==> config.mk <==
export PLATFORM = sky130hd
export DESIGN_NAME = spm_page_writer
export DESIGN_NICKNAME = d
export VERILOG_FILES = /design/src/rtl/spm_page_writer.sv
export SDC_FILE = /design/constraint.sdc
export NUM_CORES = 1
export LEC_CHECK = 0
export BUFFER_PORTS_ARGS = -buffer_cell sky130_fd_sc_hd__buf_4
export CAP_MARGIN = 20
export CORE_MARGIN = 4
export CORE_UTILIZATION = 45
export CTS_CLUSTER_SIZE = 28
export DETAILED_ROUTE_END_ITERATION = 8
export GPL_TIMING_DRIVEN = 1
export HOLD_SLACK_MARGIN = 0.05
export SYNTH_ARGS = -nofsm -noshare
export SYNTH_HDL_FRONTEND = slang
export SYNTH_SLANG_ARGS = --single-unit
==> constraint.sdc <==
create_clock -name clk_i -period 6.26 [get_ports clk_i]
set_input_delay 0 -clock clk_i [delete_from_list [all_inputs] [get_ports clk_i]]
set_output_delay 0 -clock clk_i [all_outputs]
set_load 0.05 [all_outputs]
==> src/rtl/spm_page_writer.sv <==
// spm_page_writer: collects SPM fill words into a page buffer and sequences page erase/write into PM
module spm_page_writer #(
  parameter int WORD_SIZE = 16,
  parameter int ADDR_W    = 13,
  parameter int PAGE_W    = 6
) (
  input  logic                 clk_i,
  input  logic                 rst_ni,
  input  logic [ADDR_W-1:0]    cpu_pc_i,
  input  logic                 spm_req_i,
  input  logic [1:0]           spm_cmd_i,
  input  logic [ADDR_W-1:0]    spm_addr_i,
  input  logic [WORD_SIZE-1:0] spm_data_i,
  output logic [ADDR_W-1:0]    pm_addr_o,
  output logic                 pm_we_o,
  output logic [WORD_SIZE-1:0] pm_data_o,
  output logic                 cpu_stall_o,
  output logic                 busy_o,
  output logic                 done_o,
  output logic                 err_o
);
  localparam int PAGE_N = 2 ** PAGE_W;
  typedef enum logic [1:0] {IDLE, ERASE, WRITE} state_e;
  state_e                     state_q, state_d;
  logic [PAGE_W-1:0]          cnt_q, cnt_d;
  logic [PAGE_N-1:0]          mask_q, mask_d;
  logic [ADDR_W-PAGE_W-1:0]   page_q, page_d;
  logic                       done_q, done_d, err_q, err_d;
  logic [WORD_SIZE-1:0]       buf_q [PAGE_N];
  logic                       idle, last, fill, start;
  logic [PAGE_W-1:0]          slot;
  assign slot  = spm_addr_i[PAGE_W-1:0];
  assign idle  = state_q == IDLE;
  assign last  = cnt_q == '1;
  assign fill  = idle && spm_req_i && spm_cmd_i == 2'b00;
  assign start = idle && spm_req_i && (spm_cmd_i == 2'b01 || spm_cmd_i == 2'b10);
  always_comb begin
    state_d = state_q;
    cnt_d   = cnt_q;
    mask_d  = mask_q;
    page_d  = page_q;
    done_d  = 1'b0;
    err_d   = spm_req_i && (!idle || spm_cmd_i == 2'b11);
    if (start) begin
      state_d = spm_cmd_i[0] ? ERASE : WRITE;
      page_d  = spm_addr_i[ADDR_W-1:PAGE_W];
      cnt_d   = '0;
    end
    if (fill) mask_d[slot] = 1'b1;
    if (!idle) begin
      cnt_d = cnt_q + 1'b1;
      if (last) begin
        state_d = IDLE;
        done_d  = 1'b1;
        mask_d  = (state_q == WRITE) ? '0 : mask_q;
      end
    end
  end
  always_ff @(posedge clk_i or negedge rst_ni) begin
    if (!rst_ni) begin
      state_q <= IDLE;
      cnt_q   <= '0;
      mask_q  <= '0;
      page_q  <= '0;
      done_q  <= 1'b0;
      err_q   <= 1'b0;
    end else begin
      state_q <= state_d;
      cnt_q   <= cnt_d;
      mask_q  <= mask_d;
      page_q  <= page_d;
      done_q  <= done_d;
      err_q   <= err_d;
    end
  end
  // Buffer contents are not reset; mask_q alone decides which slots are valid.
  always_ff @(posedge clk_i) begin
    if (fill) buf_q[slot] <= spm_data_i;
  end
  assign busy_o      = !idle;
  assign cpu_stall_o = !idle;
  assign pm_we_o     = !idle;
  assign pm_addr_o   = idle ? cpu_pc_i : {page_q, cnt_q};
  assign pm_data_o   = idle ? spm_data_i :
                       (state_q == WRITE && mask_q[cnt_q]) ? buf_q[cnt_q] : '1;
  assign done_o      = done_q;
  assign err_o       = err_q;
endmodule
==> reports/qor.csv <==
stage,metric,value,unit
status,run_status,completed,
sta,fin_worst_skew,0.0235,ns
sta,post-route-min-period,5.33,ns
setup_path,critical_path_startpoint_category,flop,
cts,cts_resized,0,
route,detailedRoute.firstIterationViolations,2813,
sta,timing.final.crit_share,85.2,%
global_route,antenna_found_initial,0,
yosys,per_instance_average_area_after_synthesis,18.0,sq um
sta,worst_slew_pin_tran,1.15,ns
yosys,synth_warnings,0,
hold_path,hp-class,in -> reg,
cts,tritoncts,built,
floorplanning,die_h,321,microns
setup_path,critical-path-top-cell-by-count,sky130_fd_sc_hd__buf_4,
global_route,grt_remaining_overflow,0,
cts,cts.reportedPaths.clkPinSlew,0.06,ns
global_route,via_count_of_the_first_global_routing_pass,23300,
sta,rsz0062_at_grt,no,
finish,finalInstanceArea,49800,sq um
yosys,netlist-cell-type-count,47,
route,ant_nets,0,
yosys,ys.flop_type,sky130_fd_sc_hd__edfxtp_1,
setup_path,biggest_cell_delay_along_the_critical_path,1.10,ns
floorplanning,row_count,114,
setup_path,critical_path_peak_fanout,24,
finish,antenna_cells_inserted,0,
yosys,synth-edff-count,1024,
yosys,netlist_instances,2448,
yosys,synth-seq-area-share,74.5,%
yosys,synthesis.area,44000,sq um
hold_path,worst_hold_path.num_cells,3,
global_route,first_pass_grt_wire_length,169000,microns
floorplanning,dieArea,103000,sq um
placement,placed_area,45900,sq um
setup_path,critical_path_required,6.26,ns
global_route,grtUsageTotal,22.6,%
cts,cts_post_setup_buffers_inserted,0,
cts,clk_path_buf_depth,3,
finish,layout-drive-gt1-share,16.6,%
sta,slew-limit-headroom,23.5,%
cts,cts_made_buffers,112,
setup_path,highest_delay_cell_along_the_critical_path,sky130_fd_sc_hd__dfrtp_1,
finish,area.growth.synth_to_final,13.3,%
finish,nNetsFinal,2667,
route,detailroute.via_count,23800,
route,routed_wirelength,118000,microns
setup_path,criticalPathCategory,reg -> out,
yosys,synthArstFlopShare,7.33,%
sta,setup-violations-final,0,
power,total_leakage_power,17.3,nW
floorplanning,start_util,45.4,%
route,wl_per_cell,29.6,microns
yosys,synth.top_cells.by_area,"sky130_fd_sc_hd__edfxtp_1, sky130_fd_sc_hd__mux2i_1, sky130_fd_sc_hd__dfrtp_1, sky130_fd_sc_hd__mux4_2, sky130_fd_sc_hd__a22oi_1",
route,vias_per_cell,5.98,
power,total_power_divided_by_cell_area,425,nW/um^2
power,ir_drop,0.000399,V
floorplanning,dieWidth,321,microns
placement,gp_routability_congestion,0.841,
global_route,largest_net_degree_at_the_start_of_global_routing,100,
sta,max_freq,188,MHz
floorplanning,ios,81,
cts,clkLatencyLatePin,0.69,ns
cts,clk_sink_count,1105,
cts,cts.htree.levels,3,
floorplanning,core_region_area,96900,sq um
setup_path,cp.arrival,5.33,ns
setup_path,r2r.worst_path.cells,6,
sta,fin_tns_setup,0,ns
cts,cts_root_buf,sky130_fd_sc_hd__clkbuf_16,
placement,place.port_buffers,80,
yosys,synth.ff_latch_count,1105,
yosys,net_count_synth,2498,
setup_path,crit_chain,clkinv_1 > nand2_1 > buf_4 > a21oi_1 > nor4_1 > o32ai_1 > a21oi_2 > buf_4,
yosys,netlist.area_leader.share,69.9,%
route,drt_pre_antenna_iters,5,
setup_path,cp-end-kind,output port,
yosys,synth_largest_area_cell,sky130_fd_sc_hd__edfxtp_1,
sta,timing_hold_violations_final,0,
flow_run,max_cap_violations,0,
placement,detailed_place_hpwl,67900,microns
sta,final_max_slew_viol_count,0,
route,remaining_drc_errors,0,
-- Yosys cell counts (2+ instances only) --
cell	instances
sky130_fd_sc_hd__o21ai_0	4
sky130_fd_sc_hd__buf_2	19
sky130_fd_sc_hd__nor2b_1	5
sky130_fd_sc_hd__a31oi_1	2
sky130_fd_sc_hd__buf_1	22
sky130_fd_sc_hd__nand2_1	89
sky130_fd_sc_hd__nand3_1	10
sky130_fd_sc_hd__clkbuf_1	60
sky130_fd_sc_hd__buf_8	6
sky130_fd_sc_hd__nor2_1	94
sky130_fd_sc_hd__buf_6	22
sky130_fd_sc_hd__dfrtp_1	81
sky130_fd_sc_hd__edfxtp_1	1024
sky130_fd_sc_hd__a311oi_1	32
sky130_fd_sc_hd__o21a_1	65
sky130_fd_sc_hd__nor4_1	16
sky130_fd_sc_hd__inv_1	3
sky130_fd_sc_hd__or3b_2	2
sky130_fd_sc_hd__a21oi_2	10
sky130_fd_sc_hd__nand3b_1	3
sky130_fd_sc_hd__nand4_1	2
sky130_fd_sc_hd__nand2b_1	36
sky130_fd_sc_hd__buf_4	15
sky130_fd_sc_hd__o32ai_1	16
sky130_fd_sc_hd__mux2i_1	393
sky130_fd_sc_hd__a22oi_1	194
sky130_fd_sc_hd__and2_1	2
sky130_fd_sc_hd__mux4_2	76
sky130_fd_sc_hd__buf_12	12
sky130_fd_sc_hd__ha_1	3
sky130_fd_sc_hd__mux2_2	9
sky130_fd_sc_hd__a21oi_1	106
-- metal layers --
| metal | GRT usage, % | up-vias | routed length [microns] |
|---|---|---|---|
| li1 | - | 10100 | - |
| met3 | 4.01 | 207 | 10100 |
| met2 | 35.7 | 1081 | 54300 |
| met1 | 32.5 | 12400 | 49600 |
| met4 | 6.71 | 0 | 3800 |
| met5 | 0 | - | 0 |
-- registers in the layout (all words and copies together), names as in the netlist --
| name | flops |
|---|---|
| page_q | 7 |
| err_o | 1 |
| buf_q | 1024 |
| done_o | 1 |
| mask_q | 64 |
| cnt_q | 6 |
| state_q | 2 |
-- timing repair --
item / CTS / global route
hold endpoints to repair: 1116 / 0
hold buffers: 31 / 0
setup endpoints to repair: 0 / 0
-- layout make-up --
cell class,count,area (sq um)
Timing Repair Buffer,212,1780
Tap cell,1276,1600
Clock inverter,55,484
Clock buffer,150,3040
Multi-Input combinational cell,1181,10100
Fill cell,7706,47000
Inverter,5,18.8
Sequential cell,1105,32800
-- through the flow --
stage | hold WS, ns | power [mW] | worst slack [ns] | std cells | utilization [%]
after floorplan | -0.296 | 12.9 | 3.64 | 2448 | -
after global placement | -0.0283 | 14.9 | 1.68 | 3745 | 47.4
after detailed placement | -0.0142 | 14.9 | 1.70 | 3747 | 47.4
after CTS | 0.0778 | 21.3 | 0.947 | 3983 | 51.4
after global routing | 0.119 | 21.9 | 0.794 | 3984 | 51.4
final | 0.122 | 21.2 | 0.928 | 3984 | 51.4
-- kinds of logic after synthesis --
kind of cell / synth area share, %
compound gates: 7.03
xor+xnor: 0.0199
fa+ha+maj: 0.0854
buf+inv: 2.55
flops: 74.5
mux: 13.1
simple gates: 2.71
-- layout by cell type (no fill, tap or decap), drive strengths merged, types with 5 or more instances in the layout --
master	n
buf	182
a311oi	32
o21a	65
bufinv	6
a22oi	194
clkbuf	150
inv	6
dfrtp	81
edfxtp	1024
clkinv	43
mux2i	393
a21oi	116
nor2b	5
o32ai	16
nor2	94
clkinvlp	5
mux4	76
nand3	10
dlygate4sd3	30
mux2	9
nor4	16
o21ai	5
nand2b	36
nand2	89
-- path summary, 6_finish.rpt --
path / from / end / slack (ns)
max reg2reg: state_q[0] / state_q[0] / 2.66
max: cnt_q[3] / pm_data_o[12] / 0.93
min: spm_addr_i[12] / page_q[6] / 0.12
min in group asynchronous: rst_ni / mask_q[16] / 0.49
max in group asynchronous: rst_ni / cnt_q[0] / 4.98
min reg2reg: mask_q[3] / mask_q[3] / 0.48
-- worst max-delay path, delay by kind of cell (launching register included) --
kind	cells	cell delay [ns]
buf+inv	3	1.57
simple gates	2	1.23
compound gates	3	0.72
flops	1	1.10
-- report_power, final --
| part | switching [mW] | internal (mW) |
|---|---|---|
| Clock | 2.73 | 3.65 |
| Combinational | 4.15 | 2.27 |
| Sequential | 0.237 | 8.15 |
Note: power is estimated with default switching activity, not from simulation.
